$ cat config.mk
export PLATFORM = sky130hd
export DESIGN_NAME = sync_fifo_prog_flat
export DESIGN_NICKNAME = d
export VERILOG_FILES = /design/src/rtl/sync_fifo_prog_if.sv /design/src/rtl/sync_fifo_prog.sv /design/src/flat_wrapper.sv
export SDC_FILE = /design/constraint.sdc
export NUM_CORES = 1
export LEC_CHECK = 0
export CAP_MARGIN = 20
export CORE_MARGIN = 2
export CORE_UTILIZATION = 60
export CTS_BUF_LIST = sky130_fd_sc_hd__clkbuf_8 sky130_fd_sc_hd__clkbuf_16
export DETAILED_ROUTE_END_ITERATION = 7
export DONT_BUFFER_PORTS = 1
export PLACE_DENSITY = 0.78
export SLEW_MARGIN = 30
export SYNTH_ARGS = -nofsm -noshare
export SYNTH_HDL_FRONTEND = slang
export SYNTH_SLANG_ARGS = --single-unit
$ cat constraint.sdc
create_clock -name clk -period 6.1 [get_ports clk]
set_clock_uncertainty 0.2 [all_clocks]
set_input_delay 1.525 -clock clk [delete_from_list [all_inputs] [get_ports clk]]
set_output_delay 1.525 -clock clk [all_outputs]
set_load 0.01 [all_outputs]
$ cat src/rtl/sync_fifo_prog_if.sv
// Handshake and status bundle for sync_fifo_prog.
// The FIFO binds to the slave modport and the producer/consumer side binds to master.
interface sync_fifo_prog_if #(
    parameter int DSIZE = 8,
    parameter int ASIZE = 4
);
    logic [DSIZE-1:0] wdata;
    logic             winc;
    logic             rinc;
    logic [ASIZE:0]   af_thresh;
    logic [ASIZE:0]   ae_thresh;
    logic             clr_err;
    logic [DSIZE-1:0] rdata;
    logic             wfull;
    logic             rempty;
    logic             almost_full;
    logic             almost_empty;
    logic [ASIZE:0]   count;
    logic             overflow;
    logic             underflow;

    modport master (
        output wdata, winc, rinc, af_thresh, ae_thresh, clr_err,
        input  rdata, wfull, rempty, almost_full, almost_empty, count, overflow, underflow
    );

    modport slave (
        input  wdata, winc, rinc, af_thresh, ae_thresh, clr_err,
        output rdata, wfull, rempty, almost_full, almost_empty, count, overflow, underflow
    );
endinterface

$ cat src/rtl/sync_fifo_prog.sv
// Single-clock FIFO with run-time almost-full/empty thresholds, occupancy count,
// sticky overflow/underflow flags and a choice of standard or FWFT read mode.
module sync_fifo_prog #(
    parameter int DSIZE = 8,
    parameter int ASIZE = 4,
    parameter int FWFT  = 0
) (
    input  logic             clk,
    input  logic             rst_n,
    sync_fifo_prog_if.slave  bus
);
    localparam int             DEPTH   = 1 << ASIZE;
    localparam logic [ASIZE:0] DEPTH_C = (ASIZE + 1)'(DEPTH);

    logic [DSIZE-1:0] mem [DEPTH];

    logic [ASIZE-1:0] wptr_q, wptr_d;
    logic [ASIZE-1:0] rptr_q, rptr_d;
    logic [ASIZE:0]   count_q, count_d;
    logic             overflow_q, overflow_d;
    logic             underflow_q, underflow_d;

    logic full, empty, wrAccept, rdAccept;

    // Every flag derives from the registered count, so none can follow winc/rinc combinationally
    assign full     = (count_q == DEPTH_C);
    assign empty    = (count_q == '0);
    assign wrAccept = bus.winc && !full;
    assign rdAccept = bus.rinc && !empty;

    always_comb begin
        wptr_d      = wptr_q;
        rptr_d      = rptr_q;
        count_d     = count_q;
        overflow_d  = overflow_q;
        underflow_d = underflow_q;

        if (wrAccept) wptr_d = wptr_q + 1'b1;
        if (rdAccept) rptr_d = rptr_q + 1'b1;

        case ({wrAccept, rdAccept})
            2'b10:   count_d = count_q + 1'b1;
            2'b01:   count_d = count_q - 1'b1;
            default: count_d = count_q;
        endcase

        // A fresh error on this edge wins over clr_err
        if (bus.winc && full)       overflow_d = 1'b1;
        else if (bus.clr_err)       overflow_d = 1'b0;
        if (bus.rinc && empty)      underflow_d = 1'b1;
        else if (bus.clr_err)       underflow_d = 1'b0;
    end

    always_ff @(posedge clk or negedge rst_n) begin
        if (!rst_n) begin
            wptr_q      <= '0;
            rptr_q      <= '0;
            count_q     <= '0;
            overflow_q  <= 1'b0;
            underflow_q <= 1'b0;
        end else begin
            wptr_q      <= wptr_d;
            rptr_q      <= rptr_d;
            count_q     <= count_d;
            overflow_q  <= overflow_d;
            underflow_q <= underflow_d;
        end
    end

    always_ff @(posedge clk) begin
        if (wrAccept) mem[wptr_q] <= bus.wdata;
    end

    generate
        if (FWFT != 0) begin : gFwft
            assign bus.rdata = mem[rptr_q];
        end else begin : gStd
            logic [DSIZE-1:0] rdata_q, rdata_d;

            always_comb begin
                rdata_d = rdata_q;
                if (rdAccept) rdata_d = mem[rptr_q];
            end

            always_ff @(posedge clk or negedge rst_n) begin
                if (!rst_n) rdata_q <= '0;
                else        rdata_q <= rdata_d;
            end

            assign bus.rdata = rdata_q;
        end
    endgenerate

    assign bus.wfull        = full;
    assign bus.rempty       = empty;
    assign bus.almost_full  = (count_q >= bus.af_thresh);
    assign bus.almost_empty = (count_q <= bus.ae_thresh);
    assign bus.count        = count_q;
    assign bus.overflow     = overflow_q;
    assign bus.underflow    = underflow_q;
endmodule

$ cat src/flat_wrapper.sv
// flat-port wrapper written by rule: the top's interface ports become plain ports
module sync_fifo_prog_flat 
#(
    parameter int DSIZE = 8,
    parameter int ASIZE = 4,
    parameter int FWFT  = 0
)
  (clk, rst_n, bus_wdata, bus_winc, bus_rinc, bus_af_thresh, bus_ae_thresh, bus_clr_err, bus_rdata, bus_wfull, bus_rempty, bus_almost_full, bus_almost_empty, bus_count, bus_overflow, bus_underflow);
  sync_fifo_prog_if #(.DSIZE(DSIZE), .ASIZE(ASIZE)) bus_i ();
  input  logic clk;
  input  logic rst_n;
  input wire logic [$bits(bus_i.wdata)-1:0] bus_wdata;
  input wire logic [$bits(bus_i.winc)-1:0] bus_winc;
  input wire logic [$bits(bus_i.rinc)-1:0] bus_rinc;
  input wire logic [$bits(bus_i.af_thresh)-1:0] bus_af_thresh;
  input wire logic [$bits(bus_i.ae_thresh)-1:0] bus_ae_thresh;
  input wire logic [$bits(bus_i.clr_err)-1:0] bus_clr_err;
  output wire logic [$bits(bus_i.rdata)-1:0] bus_rdata;
  output wire logic [$bits(bus_i.wfull)-1:0] bus_wfull;
  output wire logic [$bits(bus_i.rempty)-1:0] bus_rempty;
  output wire logic [$bits(bus_i.almost_full)-1:0] bus_almost_full;
  output wire logic [$bits(bus_i.almost_empty)-1:0] bus_almost_empty;
  output wire logic [$bits(bus_i.count)-1:0] bus_count;
  output wire logic [$bits(bus_i.overflow)-1:0] bus_overflow;
  output wire logic [$bits(bus_i.underflow)-1:0] bus_underflow;
  assign bus_i.wdata = bus_wdata;
  assign bus_i.winc = bus_winc;
  assign bus_i.rinc = bus_rinc;
  assign bus_i.af_thresh = bus_af_thresh;
  assign bus_i.ae_thresh = bus_ae_thresh;
  assign bus_i.clr_err = bus_clr_err;
  assign bus_rdata = bus_i.rdata;
  assign bus_wfull = bus_i.wfull;
  assign bus_rempty = bus_i.rempty;
  assign bus_almost_full = bus_i.almost_full;
  assign bus_almost_empty = bus_i.almost_empty;
  assign bus_count = bus_i.count;
  assign bus_overflow = bus_i.overflow;
  assign bus_underflow = bus_i.underflow;
  sync_fifo_prog #(.DSIZE(DSIZE), .ASIZE(ASIZE), .FWFT(FWFT)) u_core (.clk(clk), .rst_n(rst_n), .bus(bus_i));
endmodule
# After elaboration in Yosys (flattened, before gate mapping)
# Memories as Yosys holds them, arrays and structs flattened. A register that Yosys moved wholly into a read port is not among the register bits.
# Cells that the tools add are included.
# word_totals
regBits	15
mem_bits_rw	128
input_bits	23
out_inout_bits	19
word_cells	32
memories	1
# classes
add_sub_neg	4
order_cmp	2
eq_ne	3
mux	6
reduce_logical	11
# memory_table
name	depth	width	rd	rd_ports_with_merged_regs	write_ports	line_no	source
u_core.mem	16	8	1	1	1	sync_fifo_prog.sv:15	logic [DSIZE-1:0] mem [DEPTH];
# ops
cell	count
$pmux 5 s2	1
$add 4x1->4 const B	2
$reduce_bool 2->1	3
$add 5x1->5 const B	1
$eq 5x5->1 const B	1
$ge 5x5->1	1
$le 5x5->1	1
$logic_not 5->1	1
$mux 1	5
$sub 5x1->5 const B	1
$logic_and 1x1->1	4
$logic_not 1->1	3
$eq 2x1->1 const B	1
$eq 2x2->1 const B	1

# Longest topological paths before layout
# Gate-level depths: netlist (run 1).
# depth
depth_word	5
mapped_depth	15
mapped_depth_nobuf	12

# Worst setup path after synthesis (run 1)
# No wires, ideal clock.
# synth_timing
path_type	in2out
startpoint	input bus_ae_thresh[1]
endpoint	output bus_almost_empty
arrival_ns	2.617
t_required_ns	4.375
setup_slack_ns	1.758
cell_stages	7
path_buffers	0
path_cell_list	inv_1 -> ha_1 -> nor2b_1 -> o21a_1 -> o21a_1 -> o21a_1 -> o22ai_1
# synth_between
elab_chain_cells	1
# synth_rtl
item	line_no	source
from (decl)	flat_wrapper.sv:16	input wire logic [$bits(bus_i.ae_thresh)-1:0] bus_ae_thresh;
$le 5x5->1	sync_fifo_prog.sv:97	assign bus.almost_empty = (count_q <= bus.ae_thresh);
to (decl)	flat_wrapper.sv:22	output wire logic [$bits(bus_i.almost_empty)-1:0] bus_almost_empty;
# Every way passes these cells.

# Worst setup path in the final report (run 1)
# Ends and elaborated chain as after synthesis.

==> results of run 1 <==
path summary, 6_finish.rpt:
| path | endpoint | slack, ps | cells after the start |
|---|---|---|---|
| max | bus_almost_empty | 1700 | 7 |
| min | u_core.bus.underflow$_DFFE_PN0P_ | 390 | 1 |
| max reg2reg | u_core.bus.count[4]$_DFFE_PN0P_ | 2460 | 12 |
| min reg2reg | u_core.bus.underflow$_DFFE_PN0P_ | 390 | 1 |
| max in group asynchronous | u_core.wptr_q[2]$_DFFE_PN0P_ | 5130 | 0 |
| min in group asynchronous | u_core.bus.count[0]$_DFFE_PN0P_ | 490 | 0 |
layer usage:
layer  share of wire [%]  wire length, um
met1                  38             4700
met2                  51             6230
met3                 8.3             1019
met4                 2.9              359
met5                   0                0
state kept, by name, indices dropped and copies added (netlist names):
name	cells
u_core.mem	128
u_core.bus.rdata	8
u_core.bus.count	5
u_core.rptr_q	4
u_core.wptr_q	4
u_core.bus.overflow	1
u_core.bus.underflow	1
logic make-up (layout without fill, tap and decap cells):
| logic type | Yosys count | after routing | share of synthesized area (%) |
|---|---|---|---|
| adders and majority gates | 19 | 19 | 3.739 |
| and+or+nand+nor | 47 | 47 | 3.602 |
| xor gates and xnor gates | 12 | 12 | 1.653 |
| AOI/OAI and AO/OA | 44 | 44 | 4.389 |
| buffers and inverters | 34 | 52 | 2.578 |
| DFF | 151 | 151 | 69.51 |
| muxes | 42 | 42 | 14.52 |
worst max-delay path, delay by kind of cell:
kind                       cells  cell delay (ps)
AOI/OAI and AO/OA              4              720
adders and majority gates      1              270
buffers and inverters          1               20
and+or+nand+nor                1              140
area by class of cell:
cell class              instances  share of cell area, %
clock buffers                  17                  5.785
well taps                     136                  2.377
multi-input cells             164                  24.94
clock inverters                14                  3.757
inverters                      15                 0.7864
flip-flops and latches        151                  61.73
repair buffers                  6                 0.6292
stage by stage:
step                      setup WS (ps)  utilization [%]  instance area, sq um  power (mW)
after CTS                          1688            69.28                  7152       3.535
after floorplan                    1758                -                  6357       2.125
after global placement             1704            62.66                  6469       2.282
after detailed placement           1696            62.66                  6469       2.319
after global routing               1648            69.35                  7159       3.671
final                              1696            69.35                  7159       3.530
cells in the final DEF, fill, tap and decap left out, drive strengths merged, types with 3 or more instances in the layout:
cell,n
a21oi,11
buf,6
bufinv,7
clkbuf,17
clkinv,3
dfrtp,23
edfxtp,128
ha,19
inv,19
mux2,10
mux4,32
nand2,12
nand2b,5
nor2,15
nor3,6
o21a,5
o21ai,3
o22ai,18
xnor2,7
xor2,5
power breakdown:
part           total, mW  switching, mW  internal (mW)
combinational      0.872          0.455          0.417
clock               1.21          0.416          0.793
sequential          1.45          0.165           1.28
total               3.53           1.03           2.49
==> metrics.yaml, run 1 <==
placed_design:
  io_buffers: 0
  gp_congestion: 0.7854
  dp_hpwl_um: 7426
  placed_cells: 472
finish:
  fin_nets: 397
  multi_input_area_sq_um: 1785
  drive_gt1_share_pct: 16.35
  area_growth_pct: 12.62
  seq_area_sq_um: 4419
  fill_cells: 621
  layout.cells.non_filler: 503
  n_antenna_cell: 0
synthesis:
  synth.most_common_cell: "edfxtp_1"
  synth_area_leaders: "edfxtp_1 60%, mux4_1 9.9%, dfrtp_1 9.1%"
  ys_ff_latch: 151
  synth-seq-area-share_pct: 69.51
  avgSynthCellArea_sq_um: 18.22
  syn_inst: 349
  synth-async-reset-ratio_pct: 15.23
  synth_nets: 391
  synth-edff-count: 128
  ys.flop_type: "edfxtp_1"
  netlist.area_leader.share_pct: 60.46
  synth_common_cells: "128 x edfxtp_1, 24 x mux4_1, 23 x dfrtp_1"
  yosysWarnings: 0
  synth_area_leader_cell: "edfxtp_1"
  synth.distinct_cells: 36
  synth_area_sq_um: 6357
die:
  core_sq_um: 10320
  fp.dieArea_sq_um: 11440
  die_w_um: 106.9
  rows: 37
  io_pins: 42
  die_h_um: 106.9
  start_util_pct: 61.58
sta:
  fmax_mhz: 227.1
  tns_ps: 0
  drv_slew: 0
  setup_viol: 0
  tightest_slew_ps: 1020
  whs_ps: 393.5
  period_share_pct: 72.19
  finalCriticalPeriod_ps: 4404
  rsz0062_at_grt: "false"
  maxSlewHeadroom_pct: 31.76
  hold_viol: 0
setup_path:
  worst-setup-path-type: "in2out"
  reg2reg_from: "u_core.bus.count[1]$_DFFE_PN0P_"
  crit_arrival_ps: 2680
  crit_path_frequent_cell: "o21a_1"
  slowest_stage: "ha_1"
  cp_cell_sequence: "inv_1 > ha_1 > nor2b_1 > o21a_1 > o21a_1 > o21a_1 > o22ai_1"
  slowest_delay_ps: 270
  critical_path_required_ps: 4380
  startpoint_type: "primary input"
  cp_max_fo: 2
  critPathCaptureType: "output pin"
  startpoint: "bus_ae_thresh[1]"
clock_network:
  ctsRootBufferMaster: "clkbuf_8"
  postCtsResizedCells: 0
  clkSinkCount: 151
  clock_tree.buffer_depth: 2
  clk_pin_slew_worst_paths_ps: 60
  cts_tree: "done"
  cts_hold_buf: 0
  clock_latency_ps: 520
  cts_made_buffers: 17
  cts.htree.levels: 4
  post_cts_buffers: 0
job:
  maxCapViolCount: 0
pwr:
  p_leak_nw: 2.560
  ir_drop_uv: 247.9
  pwr_density_cell_nw_per_um2: 493.0
global_route:
  grt_pass1_wl_um: 18530
  grt_max_degree: 35
  overflow: 0
  met3_usage_pct: 6.869
  grt_pass1_vias: 3331
  use_met2_pct: 37.81
  track_usage_pct: 22.87
  grt_antenna_before_repair: 0
  grt.busiest_layer: "met2"
  met1_usage_pct: 27.88
min_path:
  hold_path.startpoint: "u_core.bus.underflow$_DFFE_PN0P_"
  hold_class: "reg2reg"
routing:
  drt-initial-drc-count: 303
  viasPerCell: 6.443
  wl_per_cell_um: 24.47
  dr.pass1.iters: 5
  antenna_left: 0
  drt-total-wl_um: 12310
  vias: 3241
  drc: 0
status:
  status: "complete, no violations"
Power figures use the tool's default switching activity.
==> run 2, diff against run 1 <==
- clock period: 6.1 -> 4.3 ns (I/O delays scaled with it)
==> run 2 against run 1 <==
Count of clock-buffer cells in the layout unchanged. Sequential power increased by 44%. Cell area decreased by 1.2%. Cell count increased by 0.40%. Hold slack got worse by 360 ps. Setup slack got worse by 990 ps. Die area unchanged. Core utilization decreased by 0.82 points. Non-clock buffer count increased by 1. Clock power increased by 21%. Highest routed layer unchanged.
==> metrics.yaml, run 2 (synthesis gave the netlist of run 1 again) <==
status:
  status: "complete, no violations"
setup_path:
  ff2ff_path_depth: 12  # unchanged
  cp_max_fo: 11  # +9
  worstSetupPathDepth: 6  # -1
  startpoint_type: "flop"
  critical_path_required_ps: 3020  # -1360 ps
  crit_buf_inv: 0  # -1
  critPathCaptureType: "output pin"
  slowest_delay_ps: 620  # +350 ps
  reg2reg_to: "u_core.bus.count[4]$_DFFE_PN0P_"
  worst-setup-path-type: "reg2out"
  slowest_stage: "dfrtp_1"
  cp_cell_sequence: "ha_1 > nor2b_1 > o21a_1 > o21a_1 > o21a_1 > o22ai_1"
  regToRegSetupSlack_ps: 800  # -1660 ps
  cpLargestDelayFamily: "compound AO/OA/AOI/OAI gates"
  crit_path_frequent_cell: "o21a_1"
  reg2reg_from: "u_core.bus.count[1]$_DFFE_PN0P_"
  crit_arrival_ps: 2320  # -360 ps
routing:
  drt-total-wl_um: 12130  # -1.5%
  antenna_left: 0  # unchanged
  dr.pass1.iters: 4  # -1
  drt-initial-drc-count: 318  # +5.0%
  vias: 3182  # -1.8%
  viasPerCell: 6.301  # -2.2%
  wl_per_cell_um: 24.01  # -1.9%
  drc: 0  # unchanged
finish:
  top_register: "u_core.mem"
  layout_common_cells: "128 x edfxtp_1, 24 x mux4_1, 22 x dfrtp_1, 19 x ha_1, 18 x o22ai_1"
  n_antenna_cell: 0  # unchanged
  largest_register_ffs: 128  # unchanged
  fill_cells: 630  # +1.4%
  drive_gt1_share_pct: 17.62  # +1.3 points
  area_growth_pct: 11.28
  layout.cells.non_filler: 505  # +0.40%
  layout_commonest_cell: "edfxtp_1"
  fin_nets: 398  # +0.25%
global_route:
  overflow: 0  # unchanged
  grt_max_degree: 36  # +2.9%
  grt_pass1_vias: 3385  # +1.6%
  track_usage_pct: 23.56  # +0.69 points
  grt_antenna_before_repair: 0  # unchanged
  grt_pass1_wl_um: 19100  # +3.1%
clock_network:
  cts_tree: "done"
  clock_latency_ps: 530  # about the same
  clk_pin_slew_worst_paths_ps: 70  # about the same
  post_cts_buffers: 0  # unchanged
  cts.htree.levels: 4  # unchanged
  ctsRootBufferMaster: "clkbuf_8"
  postCtsResizedCells: 0  # unchanged
  cts_hold_buf: 0  # unchanged
  clkSinkCount: 151  # unchanged
  clock_tree.buffer_depth: 2  # unchanged
  cts_made_buffers: 17  # unchanged
placed_design:
  io_buffers: 0  # unchanged
  dp_hpwl_um: 7263  # -2.2%
  placed_cells: 473  # +0.21%
  gp_congestion: 0.7408  # -5.7%
sta:
  maxSlewHeadroom_pct: 35.50  # +3.7 points
  hold_viol: 0  # unchanged
  period_share_pct: 83.53
  drv_slew: 0  # unchanged
  rsz0062_at_grt: "false"
  setup_viol: 0  # unchanged
  tns_ps: 0  # unchanged
  fmax_mhz: 278.4
  finalCriticalPeriod_ps: 3592
  tightest_slew_ps: 963.9  # -55.95 ps
die:
  rows: 37  # unchanged
  io_pins: 42  # unchanged
  start_util_pct: 61.58  # unchanged
  fp.dieArea_sq_um: 11440  # unchanged
  core_sq_um: 10320  # unchanged
  die_h_um: 106.9  # unchanged
  die_w_um: 106.9  # unchanged
pwr:
  p_leak_nw: 2.509  # -2.0%
  power_mw: 4.755  # +35%
  pwr_density_cell_nw_per_um2: 672.1  # +36%
  ir_drop_uv: 604.5  # +140%
job:
  maxCapViolCount: 0  # unchanged
min_path:
  hold_class: "in2async"
==> run 2: cell count changes in the layout (fill, tap and decap cells not counted) <==
cell,delta
nor2_1,-1
a21boi_2,+1
dfrtp_1,-1
inv_8,+2
clkinv_8,+3
dfrtp_2,+1
buf_4,+1
bufinv_16,-6
inv_6,+1
nor2_2,+1
a21boi_4,-1
clkinvlp_4,+2
clkinv_1,-1
==> run 2: report_power, final <==
group / switching (mW) / leakage (nW) / internal, mW
logic: 0.606 / 0.801 / 0.593
registers: 0.269 / 1.42 / 1.82
clock network: 0.663 / 0.284 / 0.803
==> run 2: final cells by class <==
type	instances	area (sq um)	area share, %
Sequential cell	151	4420	62.49
Multi-Input combinational cell	164	1780	25.17
Clock buffer	17	414.1	5.854
Clock inverter	15	180.2	2.547
Tap cell	136	170.2	2.405
Inverter	15	56.30	0.7959
Timing Repair Buffer	7	52.55	0.7428
==> run 2: how the worst max path moves through the flow <==
stage | start | endpoint | slack (ps)
floorplan | bus_ae_thresh[1] | bus_almost_empty | 860
global placement | bus_ae_thresh[1] | bus_almost_empty | 810
detailed placement | bus_ae_thresh[1] | bus_almost_empty | 810
CTS | u_core.bus.count[1]$_DFFE_PN0P_ | bus_almost_empty | 680
global route | u_core.bus.count[1]$_DFFE_PN0P_ | u_core.bus.count[4]$_DFFE_PN0P_ | 570
finish | u_core.bus.count[1]$_DFFE_PN0P_ | bus_almost_empty | 710
==> run 2: stage by stage <==
step           hold WS, ps  utilization (%)  setup WS, ps  instance area (sq um)
5_1_grt              6.000            68.53         569.1                   7074
4_1_cts              18.01            68.49         684.8                   7071
2_1_floorplan        326.3                -         857.7                   6357
3_3_place_gp         363.3            62.73         808.2                   6476
6_report             36.23            68.53         708.1                   7074
3_5_place_dp         374.5            62.73         806.9                   6476
==> run 2: routing by layer <==
| layer | part of all wire, % | vias to the layer above | track usage [%] |
|---|---|---|---|
| met3 | 7.2 | 14 | 6.140 |
| met2 | 51 | 138 | 39.40 |
| met1 | 40 | 1623 | 30.11 |
| met4 | 1.7 | 0 | 8.534 |
| li1 | - | 1407 | - |
| met5 | 0 | - | 0 |
